==> config.mk <==
export PLATFORM = sky130hd
export DESIGN_NAME = draw_image_blitter
export DESIGN_NICKNAME = d
export VERILOG_FILES = /design/src/rtl/draw_image_blitter.sv
export SDC_FILE = /design/constraint.sdc
export NUM_CORES = 1
export LEC_CHECK = 0
export ABC_CLOCK_PERIOD_IN_PS = 3600
export CORE_ASPECT_RATIO = 0.9
export CORE_UTILIZATION = 31
export CTS_BUF_LIST = sky130_fd_sc_hd__clkbuf_4 sky130_fd_sc_hd__clkbuf_8 sky130_fd_sc_hd__clkbuf_16
export CTS_CLUSTER_SIZE = 12
export DETAILED_ROUTE_END_ITERATION = 12
export HOLD_SLACK_MARGIN = 0.06
export RECOVER_POWER = 50
export SYNTH_ARGS = -nofsm -noshare
export SYNTH_HDL_FRONTEND = slang
export SYNTH_SLANG_ARGS = --single-unit
==> constraint.sdc <==
create_clock -name clk -period 3.6 [get_ports clk]
set_input_delay 0.72 -clock clk [delete_from_list [all_inputs] [get_ports clk]]
set_output_delay 0.72 -clock clk [all_outputs]
set_load 0.05 [all_outputs]
==> src/rtl/draw_image_blitter.sv <==
// Generic ROM-to-VGA image blitter: scans an IMG_W x IMG_H ROM, emits one clipped pixel per cycle.
// Optional DRAW_BLIT_TRANSPARENCY_EN: pixels equal to KEY_COLOUR are not plotted.
module draw_image_blitter #(
  parameter int IMG_W       = 160,
  parameter int IMG_H       = 120,
  parameter int SCREEN_W    = 160,
  parameter int SCREEN_H    = 120,
  parameter int COLOUR_W    = 9,
  parameter int ADDR_W      = 15,
  parameter int ROM_LATENCY = 1,
  parameter logic [COLOUR_W-1:0] KEY_COLOUR = '0
) (
  input  logic                clk,
  input  logic                reset,
  input  logic                start,
  input  logic [7:0]          x_origin,
  input  logic [6:0]          y_origin,
  output logic [ADDR_W-1:0]   rom_addr,
  input  logic [COLOUR_W-1:0] rom_q,
  output logic [7:0]          x,
  output logic [6:0]          y,
  output logic [COLOUR_W-1:0] colour,
  output logic                plot,
  output logic                busy,
  output logic                done
);

`ifdef DRAW_BLIT_TRANSPARENCY_EN
  localparam bit TRANSP_EN = 1'b1;
`else
  localparam bit TRANSP_EN = 1'b0;
`endif

  localparam logic [ADDR_W-1:0] ADDR_LAST  = ADDR_W'(IMG_W * IMG_H - 1);
  localparam logic [7:0]        COL_LAST   = 8'(IMG_W - 1);
  localparam logic [2:0]        DRAIN_LAST = 3'(ROM_LATENCY);
  localparam logic [8:0]        SCR_W      = 9'(SCREEN_W);
  localparam logic [7:0]        SCR_H      = 8'(SCREEN_H);

  typedef enum logic [1:0] {S_IDLE, S_FETCH, S_DRAIN, S_DONE} state_t;
  state_t state, state_n;

  logic [7:0] col;
  logic [6:0] row;
  logic [7:0] x_org;
  logic [6:0] y_org;
  logic [2:0] drain_cnt;
  logic       accept;
  logic       last_addr;

  assign accept    = start && (state == S_IDLE || state == S_DONE);
  assign last_addr = (rom_addr == ADDR_LAST);

  always_ff @(posedge clk or posedge reset) begin
    if (reset) state <= S_IDLE;
    else       state <= state_n;
  end

  always_comb begin
    state_n = state;
    busy    = 1'b0;
    done    = 1'b0;
    case (state)
      S_IDLE:  if (start) state_n = S_FETCH;
      S_FETCH: begin
        busy = 1'b1;
        if (last_addr) state_n = S_DRAIN;
      end
      // DRAIN holds ROM_LATENCY+1 cycles so done rises one edge after the last plot slot
      S_DRAIN: begin
        busy = 1'b1;
        if (drain_cnt == DRAIN_LAST) state_n = S_DONE;
      end
      S_DONE: begin
        done = 1'b1;
        if (start) state_n = S_FETCH;
      end
      default: state_n = S_IDLE;
    endcase
  end

  always_ff @(posedge clk or posedge reset) begin
    if (reset) begin
      col       <= '0;
      row       <= '0;
      rom_addr  <= '0;
      x_org     <= '0;
      y_org     <= '0;
      drain_cnt <= '0;
    end else if (accept) begin
      col       <= '0;
      row       <= '0;
      rom_addr  <= '0;
      x_org     <= x_origin;
      y_org     <= y_origin;
      drain_cnt <= '0;
    end else if (state == S_FETCH) begin
      if (!last_addr) begin
        rom_addr <= rom_addr + 1'b1;
        if (col == COL_LAST) begin
          col <= '0;
          row <= row + 1'b1;
        end else begin
          col <= col + 1'b1;
        end
      end
    end else if (state == S_DRAIN) begin
      drain_cnt <= drain_cnt + 1'b1;
    end
  end

  // Coordinates of the issued address travel alongside the ROM read
  logic       pv   [ROM_LATENCY];
  logic [7:0] pcol [ROM_LATENCY];
  logic [6:0] prow [ROM_LATENCY];

  always_ff @(posedge clk or posedge reset) begin
    if (reset) begin
      for (int unsigned i = 0; i < ROM_LATENCY; i++) begin
        pv[i]   <= 1'b0;
        pcol[i] <= '0;
        prow[i] <= '0;
      end
    end else begin
      pv[0]   <= (state == S_FETCH);
      pcol[0] <= col;
      prow[0] <= row;
      for (int unsigned i = 1; i < ROM_LATENCY; i++) begin
        pv[i]   <= pv[i-1];
        pcol[i] <= pcol[i-1];
        prow[i] <= prow[i-1];
      end
    end
  end

  logic [8:0] sx;
  logic [7:0] sy;
  logic       key_ok;
  logic       vis;

  assign sx     = {1'b0, x_org} + {1'b0, pcol[ROM_LATENCY-1]};
  assign sy     = {1'b0, y_org} + {1'b0, prow[ROM_LATENCY-1]};
  assign key_ok = !TRANSP_EN || (rom_q != KEY_COLOUR);
  assign vis    = pv[ROM_LATENCY-1] && (sx < SCR_W) && (sy < SCR_H) && key_ok;

  always_ff @(posedge clk or posedge reset) begin
    if (reset) begin
      plot   <= 1'b0;
      colour <= '0;
      x      <= '0;
      y      <= '0;
    end else begin
      plot   <= vis;
      colour <= rom_q;
      if (vis) begin
        x <= sx[7:0];
        y <= sy[6:0];
      end
    end
  end

endmodule

==> results by group <==
Outcome
  – Status: finished, final reports clean

Timing
  – Relative slew slack: 0.193
  – Setup Viol. Count Final: 0
  – RSZ-0062 raised after global routing: no
  – Clock Skew: 0.00721 ns
  – Hold Violations, Final: 0
  – Final worst slack: 0.602 ns
  – Worst-margin pin slew: 1.20 ns
  – Fmax: 0.334 GHz
  – Setup TNS: 0 ns
  – Max-slew violation count: 0
  – Final period util: 0.833
  – Post-layout min period: 3.00 ns

Die
  – Site Rows: 40
  – Die width: 127 um
  – Die Span Y: 115 um
  – Core footprint: 13600 sq um
  – Initial core utilization: 0.322
  – Full die area: 14600 sq um
  – Ports: 69

Hold path
  – Worst Hold Class: flip-flop to flip-flop
  – WHS Path Cells: 0
  – Min-Delay Startpoint: row[6]$_DFFE_PP0P_

CTS
  – CTS sink cnt: 91
  – Cts repair resizes: 0
  – Clk slew on worst S/H paths: 0.07 ns
  – Number of setup buffers added after CTS: 0
  – CTS Hold Bufs: 0
  – Max Root-Sink Buffers: 2
  – CTS Buf Count: 9
  – Insertion delay to the later sink of the worst-skew pair: 0.34 ns
  – CTS tree: built
  – Clock Tree Root: clkbuf_16
  – H-tree lvl count: 3

Power and ir drop
  – PwrDens: 370 nW/um^2
  – Combinational share of power: 0.038
  – Pleak: 2.51 nW
  – Sw Ratio: 0.221
  – Sw Pwr: 0.458 mW
  – Worst vdd ir: 213 uV
  – Sequential group share of total power: 0.497
  – Clock Power Share: 0.466
  – Cell internal pwr: 1.61 mW

Logic synthesis
  – Mapped Avg Cell Area: 10.5 sq um
  – Dominant synthesized flop cell: dfrtp_1
  – Synth async-reset ratio: 1.00
  – Synth cell types: 57
  – Synth warn: 0
  – Count leader, synth: dfrtp_1
  – Post-synthesis sequential area ratio: 0.521
  – Most frequent cells after synthesis: dfrtp_1 (91), nand2_1 (69), nor2_1 (31)
  – Yosys reg bits: 91
  – Largest cells by area after synthesis: dfrtp_1 (52%), ha_1 (6.9%), nand2_1 (5.9%)
  – Synth area leader: dfrtp_1
  – Syn nets: 468
  – Mapped Cells: 415
  – Share of the synthesized area in the top cell type: 0.521
  – Mapped Area: 4370 sq um
  – Post-synth EDFFs: 0

GRT
  – Initial antenna violation count: 0
  – First-pass GRT wire length: 15700 um
  – Vias in the first global route: 3351
  – Largest net degree at the start of global routing: 67
  – Tot GR Track Use: 0.137
  – Grt total ovfl: 0

Route
  – Starting DRT DRC Count: 119
  – DRC viols: 0
  – Routed len/inst: 13.0 um
  – Highest routed metal layer: met4
  – Mean number of vias per cell: 4.66
  – Met2 routed WL: 4110 um
  – Met3 WL post-DR: 312 um
  – First-pass detailed-route iteration total: 4
  – Final ANT Viol Nets: 0
  – Via Count: 3180
  – WL final: 8870 um
  – DRT met1 WL: 4290 um

Placed design
  – Port bufs: 68
  – HPWL after detailed placement: 6270 um
  – Post-DP Area: 5290 sq um
  – Pre-CTS WS: 0.622 ns
  – GPL Wtd Cong: 0.815
  – Placed cells: 666

Cells and area
  – Post-layout util: 0.412
  – Fin area: 5590 sq um
  – Share of layout cells above drive strength 1: 0.0771
  – Post-Layout Cell Count: 682
  – Syn-to-layout area delta: 27.9%
  – Fillers: 1301
  – Post-layout nets: 541
  – Ant diodes: 0

Setup path
  – Kind of start point of the critical path: flip-flop
  – Crit end category: flip-flop
  – Crit. Startpoint: x_org[0]$_DFFE_PP0P_
  – Critical Path AT: 3.22 ns
  – Crit path kind: flip-flop to flip-flop
  – Req. time, crit path: 3.83 ns
  – Worst Reg-to-Reg Cells: 9
  – Worst reg2reg startpoint: x_org[0]$_DFFE_PP0P_
  – Crit Path Max Fanout: 9

Flow run
  – Max_cap viols: 0
## cells by family after synthesis
kind of cell | after synthesis | synth area share
buffers and inverters | 29 | 0.0292
muxes | 16 | 0.0418
DFF | 91 | 0.521
and+or+nand+nor | 162 | 0.179
adders and majority gates | 26 | 0.0779
xor gates and xnor gates | 29 | 0.0581
AOI/OAI and AO/OA | 62 | 0.0933
## stage by stage
step / hold WS (ns) / total power, mW
2_1_floorplan: 0.367 / 1.08
3_3_place_gp: 0.378 / 1.13
3_5_place_dp: 0.393 / 1.13
4_1_cts: 0.408 / 2.11
5_1_grt: 0.421 / 2.15
6_report: 0.409 / 2.07
## per-layer routing
metal / GRT usage / vias to the layer above
li1: - / 1574
met1: 0.175 / 1527
met2: 0.225 / 64
met3: 0.0322 / 15
met4: 0.0532 / 0
met5: 0 / -
## path summary, 6_finish.rpt
check / slack [ns] / end
worst max-delay path: 0.60 / y[0]$_DFFE_PP0P_
worst min-delay path: 0.41 / prow[6]$_DFF_PP0_
worst max register to register: 0.60 / y[0]$_DFFE_PP0P_
worst min register to register: 0.41 / prow[6]$_DFF_PP0_
max in group asynchronous: 1.65 / row[3]$_DFFE_PP0P_
min in group asynchronous: 1.08 / colour[8]$_DFF_PP0_
## flip-flops by register name, summed over array words and instances (netlist names), 2 cells and up
signal and flops:
pcol 8, drain_cnt 3, y 7, x 8, row 7, colour 9
rom_addr 15, prow 7, x_org 8, y_org 7, col 8, state 2
## cell type report
| class | instances | area [sq um] | share of cell area |
|---|---|---|---|
| inverters | 19 | 72.6 | 0.0130 |
| clock buffers | 10 | 233 | 0.0416 |
| clock inverters | 6 | 71.3 | 0.0128 |
| multi-input cells | 295 | 1970 | 0.352 |
| flip-flops and latches | 91 | 2280 | 0.407 |
| repair buffers | 72 | 736 | 0.132 |
| well taps | 189 | 236 | 0.0423 |
## critical path, stage by stage, from the launching register on
cell and delay [ns]:
dfrtp_1 0.39, ha_1 0.25, fa_1 0.42, a21oi_1 0.33
o21ai_0 0.14, a21oi_1 0.15, o221ai_1 0.21, nor3_4 0.42
buf_4 0.27, mux2_4 0.31
## cells in the final DEF (no fill, tap or decap), types with 14 or more instances in the layout
cell type / n
dfrtp_1: 91
nand2_1: 69
ha_1: 24
inv_1: 18
nand3_1: 17
xnor2_1: 14
xor2_1: 15
nor2_1: 31
clkdlybuf4s50_1: 58
o21ai_0: 19
a21oi_1: 17
## power groups by stage
stage / Clock [mW] / Sequential (mW) / Combinational (mW)
final: 0.964 / 1.03 / 0.0779
after global routing: 1.03 / 1.03 / 0.0860
after CTS: 1.00 / 1.03 / 0.0833
after detailed placement: 0 / 1.05 / 0.0831
after global placement: 0 / 1.05 / 0.0821
after floorplan: 0 / 1.07 / 0.0150
Note: power is estimated with default switching activity, not from simulation.
